**config.mk**
```make
export PLATFORM = sky130hd
export DESIGN_NAME = dmac_req_if
export DESIGN_NICKNAME = d
export VERILOG_FILES = /design/src/rtl/dmac_pkg.sv /design/src/rtl/dmac_req_chan.sv /design/src/rtl/dmac_req_if.sv
export SDC_FILE = /design/constraint.sdc
export NUM_CORES = 1
export LEC_CHECK = 0
export BUFFER_PORTS_ARGS = -buffer_cell sky130_fd_sc_hd__clkbuf_2
export CAP_MARGIN = 20
export CORE_AREA = 5 5 42 44
export CTS_CLUSTER_DIAMETER = 50
export DETAILED_ROUTE_END_ITERATION = 6
export DIE_AREA = 0 0 47 49
export GPL_TIMING_DRIVEN = 0
export PLACE_DENSITY = 0.49
export SLEW_MARGIN = 15
export SYNTH_ARGS = -nofsm -noshare
export SYNTH_HDL_FRONTEND = slang
export SYNTH_SLANG_ARGS = --single-unit
```
**constraint.sdc**
```tcl
create_clock -name clk -period 1.13 [get_ports clk]
set_clock_uncertainty 0.05 [all_clocks]
set_input_delay 0.113 -clock clk [delete_from_list [all_inputs] [get_ports clk]]
set_output_delay 0.113 -clock clk [all_outputs]
set_load 0.01 [all_outputs]
```
**src/rtl/dmac_pkg.sv**
```systemverilog
`default_nettype none
// ============================================================================
//  Module      : dmac_pkg
//  Description : Shared types and constants for the DMAC request front end:
//                per-channel handshake state encoding, channel count and
//                ReqAck grant codes.
//  Revision    : 1.0 - initial release
// ============================================================================
package dmac_pkg;

    // Per-channel 4-phase handshake states
    typedef enum logic [1:0] {
        RQ_IDLE   = 2'd0,
        RQ_PEND   = 2'd1,
        RQ_ACTIVE = 2'd2,
        RQ_DONE   = 2'd3
    } req_state_t;

    localparam int DMAC_NUM_CH = 2;

    // ReqAck codes from the main controller (bit1 = ch1, bit0 = ch2)
    localparam logic [1:0] ACK_CH1 = 2'b10;
    localparam logic [1:0] ACK_CH2 = 2'b01;

endpackage : dmac_pkg
`default_nettype wire

```
**src/rtl/dmac_req_chan.sv**
```systemverilog
`default_nettype none
// ============================================================================
//  Module      : dmac_req_chan
//  Description : One DMAC request channel: PerReq synchroniser followed by
//                the 4-phase handshake FSM. With DMAC_REQ_TIMEOUT_EN defined
//                an ACTIVE-state watchdog aborts a stalled transfer and pulses
//                o_err for one cycle.
//  Config      : DMAC_REQ_TIMEOUT_EN (optional watchdog)
//  Revision    : 1.0 - initial release
// ============================================================================
module dmac_req_chan
    import dmac_pkg::*;
#(
    parameter int SYNC_STAGES    = 2,
    parameter int TIMEOUT_CYCLES = 1024
) (
    input  logic clk,
    input  logic rst_n,
    input  logic i_per_req,     // raw asynchronous peripheral request
    input  logic i_ack,         // grant for this channel (already de-conflicted)
    input  logic i_intr,        // transfer-complete pulse
    input  logic i_any_active,  // some channel (maybe this one) is ACTIVE
    output logic o_pend,
    output logic o_active,
    output logic o_done,
    output logic o_err
);

    logic [SYNC_STAGES-1:0] r_sync;
    logic                   w_req_s;
    logic                   w_timeout_hit;
    req_state_t             r_state;
    req_state_t             w_state_nxt;

    // Synchroniser shift chain for the asynchronous request line
    always_ff @(posedge clk or negedge rst_n) begin
        if (!rst_n) begin
            r_sync <= '0;
        end else begin
            r_sync <= {r_sync[SYNC_STAGES-2:0], i_per_req};
        end
    end

    assign w_req_s = r_sync[SYNC_STAGES-1];

`ifdef DMAC_REQ_TIMEOUT_EN
    localparam int                CNT_W      = $clog2(TIMEOUT_CYCLES + 1);
    localparam logic [CNT_W-1:0]  c_cnt_last = CNT_W'(TIMEOUT_CYCLES - 1);

    logic [CNT_W-1:0] r_cnt;
    logic             r_err;

    // Watchdog: zero outside ACTIVE so it reads 0 on the first ACTIVE cycle
    always_ff @(posedge clk or negedge rst_n) begin
        if (!rst_n) begin
            r_cnt <= '0;
        end else if (r_state != RQ_ACTIVE) begin
            r_cnt <= '0;
        end else begin
            r_cnt <= r_cnt + CNT_W'(1);
        end
    end

    assign w_timeout_hit = (r_state == RQ_ACTIVE) && (r_cnt == c_cnt_last);

    // Abort flag: a coincident Interrupt completes the transfer normally instead
    always_ff @(posedge clk or negedge rst_n) begin
        if (!rst_n) begin
            r_err <= 1'b0;
        end else begin
            r_err <= w_timeout_hit && !i_intr;
        end
    end

    assign o_err = r_err;
`else
    assign w_timeout_hit = 1'b0;
    assign o_err         = 1'b0;
`endif

    // Handshake state register
    always_ff @(posedge clk or negedge rst_n) begin
        if (!rst_n) begin
            r_state <= RQ_IDLE;
        end else begin
            r_state <= w_state_nxt;
        end
    end

    // Next-state logic; a grant in PEND wins over a same-cycle withdrawal
    always_comb begin
        w_state_nxt = r_state;
        case (r_state)
            RQ_IDLE: begin
                if (w_req_s) begin
                    w_state_nxt = RQ_PEND;
                end
            end
            RQ_PEND: begin
                if (i_ack && !i_any_active) begin
                    w_state_nxt = RQ_ACTIVE;
                end else if (!w_req_s) begin
                    w_state_nxt = RQ_IDLE;
                end
            end
            RQ_ACTIVE: begin
                if (i_intr) begin
                    w_state_nxt = RQ_DONE;
                end else if (w_timeout_hit) begin
                    w_state_nxt = RQ_IDLE;
                end
            end
            RQ_DONE: begin
                if (!w_req_s) begin
                    w_state_nxt = RQ_IDLE;
                end
            end
            default: begin
                w_state_nxt = RQ_IDLE;
            end
        endcase
    end

    assign o_pend   = (r_state == RQ_PEND);
    assign o_active = (r_state == RQ_ACTIVE);
    assign o_done   = (r_state == RQ_DONE);

`ifndef SYNTHESIS
    a_param_legal : assert property (@(posedge clk) disable iff (!rst_n)
        (SYNC_STAGES >= 2) && (SYNC_STAGES <= 4) && (TIMEOUT_CYCLES >= 2))
        else $error("dmac_req_chan: illegal SYNC_STAGES/TIMEOUT_CYCLES");
`endif

endmodule : dmac_req_chan
`default_nettype wire

```
**src/rtl/dmac_req_if.sv**
```systemverilog
`default_nettype none
// ============================================================================
//  Module      : dmac_req_if
//  Description : Peripheral-side request front end of the DMAC. Two request
//                channels (bit1 = ch1, bit0 = ch2), each synchronised and run
//                through a 4-phase handshake. Presents DmacReq to the main
//                controller and returns PerAck to the peripherals.
//  Config      : DMAC_REQ_TIMEOUT_EN enables the ACTIVE watchdog / ReqErr.
//  Revision    : 1.0 - initial release
// ============================================================================
module dmac_req_if
    import dmac_pkg::*;
#(
    parameter int SYNC_STAGES    = 2,
    parameter int TIMEOUT_CYCLES = 1024
) (
    input  logic       clk,
    input  logic       rst,        // asynchronous, active-low
    input  logic [1:0] PerReq,
    input  logic [1:0] ReqAck,
    input  logic       Interrupt,
    output logic [1:0] DmacReq,
    output logic [1:0] PerAck,
    output logic [1:0] ReqErr
);

    logic [DMAC_NUM_CH-1:0] w_ack;
    logic [DMAC_NUM_CH-1:0] w_pend;
    logic [DMAC_NUM_CH-1:0] w_active;
    logic [DMAC_NUM_CH-1:0] w_done;
    logic [DMAC_NUM_CH-1:0] w_err;
    logic                   w_any_active;

    // An illegal double grant goes to ch1; ch2 stays pending
    assign w_ack        = (ReqAck == (ACK_CH1 | ACK_CH2)) ? ACK_CH1 : ReqAck;
    assign w_any_active = |w_active;

    for (genvar g = 0; g < DMAC_NUM_CH; g++) begin : g_chan
        dmac_req_chan #(
            .SYNC_STAGES    (SYNC_STAGES),
            .TIMEOUT_CYCLES (TIMEOUT_CYCLES)
        ) u_chan (
            .clk          (clk),
            .rst_n        (rst),
            .i_per_req    (PerReq[g]),
            .i_ack        (w_ack[g]),
            .i_intr       (Interrupt),
            .i_any_active (w_any_active),
            .o_pend       (w_pend[g]),
            .o_active     (w_active[g]),
            .o_done       (w_done[g]),
            .o_err        (w_err[g])
        );
    end

    // Requests are hidden while a transfer is running on either channel
    assign DmacReq = w_any_active ? '0 : w_pend;
    assign PerAck  = w_done;
    assign ReqErr  = w_err;

`ifndef SYNTHESIS
    a_reqack_not_both : assert property (@(posedge clk) disable iff (!rst)
        ReqAck != (ACK_CH1 | ACK_CH2))
        else $error("dmac_req_if: ReqAck = 11 is illegal");

    a_single_active : assert property (@(posedge clk) disable iff (!rst)
        !(&w_active))
        else $error("dmac_req_if: both channels ACTIVE");
`endif

endmodule : dmac_req_if
`default_nettype wire
```
==> impl_metrics.prom <==
# TYPE chip_impl_metric gauge
chip_impl_info{name="critical-path-slowest-cell",value="dfrtp_1"} 1
chip_impl_metric{name="first_global_vias",unit=""} 282
chip_impl_metric{name="number_of_failing_setup_endpoints_in_the_final_timing_report",unit=""} 5
chip_impl_info{name="timing.hold.worst.class",value="primary input to flip-flop"} 1
chip_impl_metric{name="yosys_register_bits",unit=""} 8
chip_impl_metric{name="reg2reg_slack",unit="ns"} -0.06
chip_impl_metric{name="synth.lib_cells_used.distinct",unit=""} 15
chip_impl_metric{name="post-route-period-util",unit="%"} 115
chip_impl_metric{name="synth-adder-area-share",unit="%"} 0
chip_impl_metric{name="synth_compound_gate_area_share",unit="%"} 10.2
chip_impl_metric{name="grt_antenna_before_repair",unit=""} 0
chip_impl_info{name="timing.critical_path.to",value="DmacReq[0]"} 1
chip_impl_metric{name="cts.reportedPaths.clkPinSlew",unit="ns"} 0.05
chip_impl_info{name="worstSetupStartpoint",value="g_chan[1].u_chan.r_state[1]"} 1
chip_impl_metric{name="power_leakage",unit="nW"} 0.283
chip_impl_info{name="rsz_0062_raised_after_global_routing",value="true"} 1
chip_impl_metric{name="rr_worst_depth",unit=""} 4
chip_impl_metric{name="dp_cells",unit=""} 57
chip_impl_info{name="cts_tree",value="built"} 1
chip_impl_metric{name="drtPass1Iterations",unit=""} 1
chip_impl_metric{name="detail_route.iter0.violations",unit=""} 0
chip_impl_info{name="synth_common_cells",value="8 x dfrtp_1, 4 x buf_4, 3 x inv_1"} 1
chip_impl_metric{name="critical_path.max_stage_delay",unit="ns"} 0.40
chip_impl_metric{name="via_per_inst",unit=""} 4.18
chip_impl_metric{name="power_per_cell_area",unit="nW/µm²"} 2070
chip_impl_metric{name="postSynthAreaPerCell",unit="µm²"} 12.3
chip_impl_metric{name="clock_tree.buffer_depth",unit=""} 2
chip_impl_metric{name="grt_overflow",unit=""} 0
chip_impl_metric{name="final-instance-count-excl-fill",unit=""} 66
chip_impl_metric{name="die_height",unit="µm"} 49
chip_impl_metric{name="clock.fmax",unit="MHz"} 773
chip_impl_metric{name="synthDominantCellAreaShare",unit="%"} 54.2
chip_impl_info{name="synth.area.top_cells",value="dfrtp_1 54%, buf_4 8.1%, mux2i_1 5.4%, nor3b_4 5.1%, nor2b_4 3.7%"} 1
chip_impl_metric{name="grt_start_max_net_pins",unit=""} 9
chip_impl_metric{name="post_dp_cell_area",unit="µm²"} 443
chip_impl_metric{name="gp_routability_congestion",unit=""} 0.630
chip_impl_metric{name="global_route.usage.total",unit="%"} 6.04
chip_impl_info{name="crit_path_cell_trace",value="nor2b_4 -> nor3b_4 -> buf_2"} 1
chip_impl_info{name="root_buffer",value="clkbuf_4"} 1
chip_impl_metric{name="worst_ir_drop_vdd",unit="µV"} 801
chip_impl_metric{name="post-route-cell-area",unit="µm²"} 539
chip_impl_metric{name="post_drt_wl_per_cell",unit="µm"} 9.26
chip_impl_metric{name="tritoncts_num_sinks",unit=""} 8
chip_impl_metric{name="syn-cell-area",unit="µm²"} 369
chip_impl_metric{name="cap_viol_max_count",unit=""} 0
chip_impl_metric{name="holdPathStages",unit=""} 2
chip_impl_metric{name="antenna_cells",unit=""} 0
chip_impl_info{name="crit_type",value="flip-flop to primary output"} 1
chip_impl_metric{name="floorplan.core_area",unit="µm²"} 1400
chip_impl_metric{name="drc",unit=""} 0
chip_impl_info{name="synthMostInstantiatedCell",value="dfrtp_1"} 1
chip_impl_metric{name="postSynth.asyncResetShare",unit="%"} 100
chip_impl_metric{name="tritoncts.num_buffers",unit=""} 3
chip_impl_metric{name="timing.hold.ws",unit="ns"} 0.0522
chip_impl_metric{name="final.min_clock_period",unit="ns"} 1.29
chip_impl_metric{name="timing.final.ws_setup",unit="ns"} -0.164
chip_impl_metric{name="critical_path_required",unit="ns"} 0.97
chip_impl_metric{name="pin_count",unit=""} 13
chip_impl_metric{name="final_layout_size_suffix_gt1_share",unit="%"} 56.0
chip_impl_metric{name="worstSkewPairLatency",unit="ns"} 0.24
chip_impl_metric{name="rows",unit=""} 14
chip_impl_metric{name="fp.dieW",unit="µm"} 47
chip_impl_metric{name="floorplan.initialDensity",unit="%"} 26.3
chip_impl_metric{name="wire_length_of_the_first_global_routing_pass",unit="µm"} 993
chip_impl_info{name="largest_family_of_logic_cells_by_synthesized_area",value="simple AND/OR/NAND/NOR gates"} 1
chip_impl_info{name="regToRegEndpoint",value="g_chan[0].u_chan.r_state[1]"} 1
chip_impl_metric{name="post_syn_instances",unit=""} 30
chip_impl_metric{name="synth_warnings",unit=""} 0
chip_impl_metric{name="detailroute.via_count",unit=""} 276
chip_impl_info{name="worst_setup_path_end_kind",value="primary output"} 1
chip_impl_metric{name="report.final.slew_viol_count",unit=""} 0
chip_impl_info{name="status",value="complete, but fails checks"} 1
chip_impl_info{name="startpoint_type",value="flip-flop"} 1
chip_impl_info{name="primary_ff_master_synth",value="dfrtp_1"} 1
chip_impl_metric{name="final-hold-violation-count",unit=""} 0
chip_impl_metric{name="synthXorXnorAreaFrac",unit="%"} 0
chip_impl_metric{name="synth_edf_count",unit=""} 0
chip_impl_metric{name="die-area",unit="µm²"} 2300
chip_impl_metric{name="detailed_place_hpwl",unit="µm"} 491
chip_impl_metric{name="yosys.area_share.simple",unit="%"} 18.0
chip_impl_metric{name="htree_levels",unit=""} 1
chip_impl_metric{name="synth.mux.area_fraction",unit="%"} 5.42
chip_impl_metric{name="routed_wirelength",unit="µm"} 611
chip_impl_metric{name="area_delta_synth_final",unit="%"} 46.1
chip_impl_info{name="yosys.area.top_type",value="dfrtp_1"} 1
chip_impl_metric{name="timing.critical_path.fanout_max",unit=""} 4
chip_impl_metric{name="drt.antenna.violating_nets",unit=""} 0
chip_impl_info{name="failing_checks",value="setup timing"} 1
chip_impl_info{name="worst_r2r_startpoint",value="g_chan[1].u_chan.r_state[0]"} 1
chip_impl_metric{name="synth.yosys.seq_area_share",unit="%"} 54.2
chip_impl_metric{name="placement.io_buffers",unit=""} 10
chip_impl_metric{name="num-nets-final",unit=""} 59
chip_impl_metric{name="worst_ep_arrival_time",unit="ns"} 1.13
==> what timing repair did <==
item | in CTS | in global routing
pin swaps | 3 | 1
hold endpoints to repair | 10 | 0
cloned | 0 | 0
endpoints found under the setup margin | 4 | 6
hold buffers | 3 | 0
setup buffers | 1 | 2
resized for setup | 2 | 4
==> how the worst min path moves through the flow <==
stage | startpoint | slack, ns | to
detailed placement | rst | -0.09 | g_chan[0].u_chan.r_sync[0]
finish | ReqAck[0] | 0.05 | g_chan[0].u_chan.r_state[0]
floorplan | rst | -0.23 | g_chan[0].u_chan.r_state[0]
global route | ReqAck[0] | 0.06 | g_chan[0].u_chan.r_state[0]
global placement | rst | -0.09 | g_chan[0].u_chan.r_sync[0]
CTS | ReqAck[0] | 0.04 | g_chan[0].u_chan.r_state[0]
==> worst max-delay path: cells and delay by family, from the launching register on <==
family        cells  cell delay, ns
simple gates      2            0.33
flops             1            0.40
buf+inv           1            0.16
==> where the power goes <==
group | internal [mW] | switching, mW | leakage [nW] | total, mW
clock | 0.120 | 0.0811 | 0.0138 | 0.201
combinational | 0.298 | 0.179 | 0.176 | 0.477
sequential | 0.355 | 0.0822 | 0.0932 | 0.437
==> stage by stage <==
stage / total power [mW] / setup slack (ns) / TNS (ns) / util, %
finish: 1.12 / -0.164 / -0.627 / 38.5
global route: 1.19 / -0.212 / -0.870 / 38.5
CTS: 1.08 / -0.200 / -0.717 / 36.5
detailed placement: 0.816 / 0.0146 / 0 / 31.6
global placement: 0.811 / 0.0108 / 0 / 31.6
floorplan: 0.703 / 0.0702 / 0 / -
==> cell usage in the layout (no fill, tap or decap), types with 2 or more instances in the layout <==
master,synthesis,layout
buf_4,4,7
clkbuf_2,0,8
clkbuf_4,0,3
conb_1,1,2
dfrtp_1,8,7
dlygate4sd3_1,0,3
inv_1,3,3
mux2i_1,2,2
==> layer usage <==
layer | routed length [µm] | track usage (%) | vias up
met5 | 0 | 0 | -
met1 | 199 | 4.98 | 134
li1 | - | - | 137
met4 | 0 | 5.53 | 0
met2 | 384 | 10.9 | 5
met3 | 27 | 1.11 | 0
==> flip-flops by register name (all words and copies together), names as in the netlist <==
signal,flops
g_chan.u_chan.r_sync,4
g_chan.u_chan.r_state,4
==> logic make-up (layout without fill, tap and decap cells) <==
family	after synthesis	count (layout)
simple gates	7	7
other cells	1	2
mux	2	2
flops	8	8
buf+inv	7	26
compound gates	5	5
==> area by class of cell <==
cell class / count / area [µm²]
Fill cell: 149 / 862
Sequential cell: 8 / 201
Multi-Input combinational cell: 16 / 145
Timing Repair Buffer: 16 / 109
Buffer: 4 / 30.0
Clock buffer: 3 / 22.5
Tap cell: 16 / 20.0
Inverter: 3 / 11.3
Power figures use the tool's default switching activity.
